File: src/rtl/io_input.sv
// io_input: memory-mapped byte input device for the simulation harness.
// A host producer pushes bytes through a valid/ready handshake into a
// DEPTH-entry FIFO. The CPU pops bytes by reading DATA and polls the
// occupancy by reading STATUS. Only address bit 2 is decoded.
//
// Ports:
//   clk          system clock, rising edge
//   reset        asynchronous, active-high reset
//   in_data      byte offered by the producer
//   in_valid     producer has a byte on in_data
//   in_ready     FIFO can accept a byte (depends on count only)
//   in_eof       producer has no further input, reported in STATUS[2]
//   address      0 = DATA, 1 = STATUS
//   read_enable  CPU read this cycle
//   write_enable CPU write this cycle
//   memory_in    CPU write data; bit 0 of a STATUS write flushes the FIFO
//   memory_out   registered read data
//
// STATUS layout: [15:8] count, [2] in_eof, [1] full, [0] nonempty.
module io_input #(
  parameter int DEPTH = 8
) (
  input  logic        clk,
  input  logic        reset,
  input  logic [7:0]  in_data,
  input  logic        in_valid,
  output logic        in_ready,
  input  logic        in_eof,
  input  logic        address,
  input  logic        read_enable,
  input  logic        write_enable,
  input  logic [31:0] memory_in,
  output logic [31:0] memory_out
);

  localparam int AW = $clog2(DEPTH);
  localparam int CW = AW + 1;

  logic [7:0]    mem [DEPTH];
  logic [AW-1:0] wptr;
  logic [AW-1:0] rptr;
  logic [CW-1:0] count;

  logic          full;
  logic          nonempty;
  logic          flush;
  logic          rd;
  logic          push;
  logic          pop;
  logic [7:0]    count8;
  logic [31:0]   status_word;
  logic          unused_memory_in;

  assign unused_memory_in = &{1'b0, memory_in[31:1]};

  assign full     = (count == CW'(DEPTH));
  assign nonempty = (count != '0);
  assign in_ready = !full;

  assign flush = write_enable && address && memory_in[0];
  // A write cycle suppresses any read so memory_out holds its value.
  assign rd    = read_enable && !write_enable;
  // A flush discards a same-cycle push.
  assign push  = in_valid && in_ready && !flush;
  // Pop is judged on the pre-edge count, so a push into an empty FIFO in
  // the same cycle is not visible to the read.
  assign pop   = rd && !address && nonempty;

  assign count8      = 8'(count);
  assign status_word = {16'h0, count8, 5'b0, in_eof, full, nonempty};

  always_ff @(posedge clk or posedge reset) begin
    if (reset) begin
      wptr  <= '0;
      rptr  <= '0;
      count <= '0;
    end else if (flush) begin
      wptr  <= '0;
      rptr  <= '0;
      count <= '0;
    end else begin
      if (push) wptr <= wptr + AW'(1);
      if (pop)  rptr <= rptr + AW'(1);
      count <= count + CW'(push) - CW'(pop);
    end
  end

  // Storage is not reset; contents are don't-care until written.
  always_ff @(posedge clk) begin
    if (push) mem[wptr] <= in_data;
  end

  always_ff @(posedge clk or posedge reset) begin
    if (reset) begin
      memory_out <= 32'h0;
    end else if (rd) begin
      if (address)       memory_out <= status_word;
      else if (nonempty) memory_out <= {24'h0, mem[rptr]};
      else               memory_out <= 32'hFFFF_FFFF;
    end
  end

endmodule
File: config.mk
export PLATFORM = sky130hd
export DESIGN_NAME = io_input
export DESIGN_NICKNAME = d
export VERILOG_FILES = /design/src/rtl/io_input.sv
export SDC_FILE = /design/constraint.sdc
export NUM_CORES = 1
export LEC_CHECK = 0
export CAP_MARGIN = 10
export CORE_ASPECT_RATIO = 1.25
export CORE_MARGIN = 2
export CORE_UTILIZATION = 35
export DETAILED_ROUTE_END_ITERATION = 8
export HOLD_SLACK_MARGIN = 0.08
export PLACE_DENSITY = 0.64
export SLEW_MARGIN = 20
export SYNTH_ARGS = -nofsm -noshare
export SYNTH_HDL_FRONTEND = slang
export SYNTH_SLANG_ARGS = --single-unit
export TNS_END_PERCENT = 20
File: constraint.sdc
create_clock -name clk -period 2.75 [get_ports clk]
set_clock_uncertainty 0.05 [all_clocks]
set_input_delay 0.825 -clock clk [delete_from_list [all_inputs] [get_ports clk]]
set_output_delay 0.825 -clock clk [all_outputs]
set_load 0.05 [all_outputs]
# Yosys cells after proc, flatten, opt, wreduce, memory -nomap -nowiden
# Memory sizes are Yosys's and may differ from the RTL's.
# Cells that the tools add are included.
dict set report op_classes {
  muxes 9
  eq_ne 1
  add_sub_neg 4
  n_reduce_logical 14
}
# cell n
set op_table {}
lappend op_table {{2-to-1 mux 32 bit} 2}
lappend op_table {{2-to-1 mux 3 bit} 4}
lappend op_table {{logical AND 1 bit} 7}
lappend op_table {{adder 3 x 1 -> 3 bit (second input constant)} 2}
lappend op_table {{adder 4 x 1 -> 4 bit} 1}
lappend op_table {{== test 4 bit (second input constant)} 1}
lappend op_table {{zero test 1 bit} 4}
lappend op_table {{2-to-1 mux 4 bit} 1}
lappend op_table {{nonzero test 2 bit} 2}
lappend op_table {{nonzero test 4 bit} 1}
lappend op_table {{subtractor 4 x 1 -> 4 bit} 1}
lappend op_table {{2-to-1 mux 1 bit} 2}
dict set report word_totals {
  mem_count 1
  ram_bits 64
  out_inout_bits 33
  in_bits 47
  ff_bits 42
  word_cells 33
}
# memory depth width read_ports rd_clocked_by_memory_dff wr line
set memory_table {}
lappend memory_table {mem 8 8 1 0 1 39} ;# logic [7:0] mem [DEPTH];

# Depth between registers and ports, before layout
dict set report logic_depth {
  depth_word 7
  depth_mapped 13
  mapped_depth_nobuf 12
}

# Worst setup path after synthesis
# Ideal clock, no wire load.
dict set report synth_timing {
  path_kind {in2reg}
  start {in address}
  end {reg count[2]}
  setup_time_ns 0.131
  required_time_ns 2.569
  path_stages 10
  arrival_time_ns 2.669
  n_path_buf 2
  path_slack_ns -0.101
  path_cell_list {buf_2 and3_1 clkbuf_1 or2_2 ha_1 inv_1 ha_1 fa_1 xnor2_1 nor2_1}
}
dict set report synth_between {
  elab_chain_cells 7
  word_cells_on_any_way 10
  cone_classes {add/sub (2); mux (1); reduce/logical (7)}
}
# item line
set synth_rtl {}
lappend synth_rtl {{from (decl)} 29} ;# input logic address,
lappend synth_rtl {{logical AND 1 bit (2 in series)} 60} ;# assign flush = write_enable && address && memory_in[0];
lappend synth_rtl {{zero test 1 bit} 64} ;# assign push = in_valid && in_ready && !flush;
lappend synth_rtl {{logical AND 1 bit} 64}
lappend synth_rtl {{adder 4 x 1 -> 4 bit} 84} ;# count <= count + CW'(push) - CW'(pop);
lappend synth_rtl {{subtractor 4 x 1 -> 4 bit} 84}
lappend synth_rtl {{2-to-1 mux 4 bit (*)} 77} ;# end else if (flush) begin
lappend synth_rtl {{to (signal assigned)} 84}
lappend synth_rtl {{to (decl)} 42} ;# logic [CW-1:0] count;
# Every way passes the cells marked *; elsewhere a longest branch is shown, timed or not.
# A chain may end at the register's enable or synchronous reset.

# Worst setup path after layout
# Ends and elaborated chain as after synthesis.

==> flow_summary.yaml <==
yosys:
  synth_ff_type: "edfxtp_1"
  synth.cell_area_um2: 3790
  synth.most_common_cell: "edfxtp_1"
  ys.warnings.count: 0
  ys_seq_area_frac: 0.659
  synth.distinct_cells: 35
  ys_seq_elements: 87
  synth_common_cells: "edfxtp_1 (64), dfrtp_1 (23), buf_4 (21)"
  synthTopCellsByArea: "edfxtp_1 (51%), dfrtp_1 (15%), mux4_1 (8.3%)"
  synth_edf_count: 64
  synthArstFlopShare: 0.264
  synth.avg_cell_area_um2: 16.1
  synthDominantCellAreaShare: 0.507
  syn_nets: 292
  synth_top_area_cell: "edfxtp_1"
  syn_inst: 236
flow_run:
  max-cap-violations: 0
sta:
  tightest_slew_ps: 809
  fmax_mhz: 371
  setup_ws_ps: 52.0
  relSlewSlack: 0.461
  finalCritPeriodShare: 0.981
  hold_viol_final: 0
  setup_viol: 0
  slew_violations: 0
  rsz0062_at_grt: "yes"
  tns_ps: 0
  layout_min_cycle_time_ps: 2700
power:
  ir_drop_mv: 0.355
  powerDensity_nw_per_um2: 1010
  p_total_mw: 4.71
  p_leak_nw: 1.89
clock_tree:
  clk_latency_ps: 330
  cts_sinks: 87
  clock-root-buffer: "clkbuf_16"
  post_cts_buffers: 0
  cts_buffers: 9
  cts_buffer_depth: 2
  cts_tree: "built"
  htreeDepth: 3
  cts.clk_slew.worst_paths_ps: 60
route:
  wl_per_cell_um: 16.2
  drtPass1Iterations: 4
  route.detailed.drc: 0
  drt_iter0_markers: 119
  wirelength_um: 6840
  vias_per_cell: 4.75
  ant_nets: 0
  vias: 2008
run_status:
  status: "finished clean"
place:
  port_buffers: 48
  pre_cts_slack_ps: -296
  placed_cell_area_um2: 4380
  dp_hpwl_um: 4600
  dp.cells: 407
  gp_congestion: 0.778
floorplanning:
  die_area_um2: 11700
  start_util: 0.359
  pin_count: 80
  die_y_um: 120
  rows: 42
  chipWidth_um: 97.1
  coreArea_um2: 10600
finish:
  finalInstanceArea_um2: 4670
  area_growth_pct: 23.3
  drive_gt1_frac: 0.158
  n_antenna_cell: 0
  final_nets: 342
  fin_cells: 423
critical_path:
  cp-end-kind: "flip-flop"
  worst-path-max-fanout: 3
  startpoint_type: "input pin"
  critPathKind: "input pin to flip-flop"
  r2r_cells: 12
  critPathArrivalTime_ps: 2870
  required_ps: 2920
worst_hold_path:
  whs_path_depth: 2
  holdCritPathClass: "flip-flop to flip-flop"
global_routing:
  antenna_found_initial: 0
  grt_first_pass_wirelength_um: 10800
  grt_pass1_vias: 2028
  grt_max_degree: 24
  overflow: 0
  grt_util_all_layers: 0.125
-- power breakdown --
part | internal (mW) | leakage (nW) | switching (mW) | total [mW]
combinational | 0.688 | 0.881 | 0.961 | 1.65
clock | 0.708 | 0.139 | 0.487 | 1.19
sequential | 1.66 | 0.869 | 0.206 | 1.87
total | 3.06 | 1.89 | 1.65 | 4.71
-- registers in the layout (all words and copies together) (netlist names) --
signal / flops
memory_out: 13
rptr: 3
wptr: 3
count: 4
mem: 64
-- kinds of logic after synthesis --
group                    count (synthesis)  share of synthesized area
flip-flops                              87                      0.659
AND/OR/NAND/NOR                         51                     0.0663
buffers and inverters                   36                     0.0640
multiplexers                            25                      0.131
AO/OA/AOI/OAI                           22                     0.0350
adder cells (fa/ha/maj)                  9                     0.0317
XOR/XNOR                                 6                     0.0139
-- path summary, 6_finish.rpt --
check | end | slack [ps] | startpoint
worst min-delay path | memory_out[9]$_DFFE_PP0N_ | 430 | memory_out[9]$_DFFE_PP0N_
worst min register to register | memory_out[9]$_DFFE_PP0N_ | 430 | memory_out[9]$_DFFE_PP0N_
max in group asynchronous | count[2]$_DFF_PP0_ | 1630 | reset
min in group asynchronous | rptr[2]$_DFFE_PP0P_ | 780 | reset
worst max register to register | count[3]$_DFF_PP0_ | 250 | count[2]$_DFF_PP0_
worst max-delay path | count[2]$_DFF_PP0_ | 50 | address
-- placed cells by master (no fill, tap or decap), drive strengths merged, types with 8 or more instances in the layout --
cell type      Yosys  layout
edfxtp            64      64
clkdlybuf4s50      0      27
dfrtp             23      23
buf               27      22
nand2             16      16
mux4              16      16
nor2              14      14
dlygate4sd2        0      14
clkbuf             3      10
mux2i              9       9
a21oi              9       9
ha                 8       8
inv                6       8
-- worst max-delay path: stages --
cell and delay [ps]:
clkdlybuf4s50_1 460, and3_4 180, or2_2 290, ha_1 290, inv_1 40, ha_1 190, fa_1 380, xnor2_1 150
nor2_1 50
-- area by class of cell --
class,count,area (um^2)
flip-flops and latches,87,2500
clock buffers,10,229
multi-input cells,113,1060
fillers,948,5890
well taps,132,165
clock inverters,6,67.6
inverters,6,22.5
repair buffers,69,633
-- metrics by stage --
stage | util | hold WS, ps
3_5_place_dp | 0.414 | 421
2_1_floorplan | - | 480
6_report | 0.443 | 433
4_1_cts | 0.441 | 435
5_1_grt | 0.443 | 443
3_3_place_gp | 0.414 | 417
-- repair_timing --
action,in CTS,in global routing
hold buffers,0,0
gates resized for setup,14,7
gates cloned,0,0
setup endpoints to repair,20,9
-- per-layer routing --
metal | track usage | vias to the layer above | wire length [um]
met3 | 0.0439 | 5 | 378
li1 | - | 968 | -
met5 | 0 | - | 0
met1 | 0.154 | 983 | 3050
met2 | 0.206 | 52 | 3340
met4 | 0.0449 | 0 | 69
Note: power is estimated with default switching activity, not from simulation.
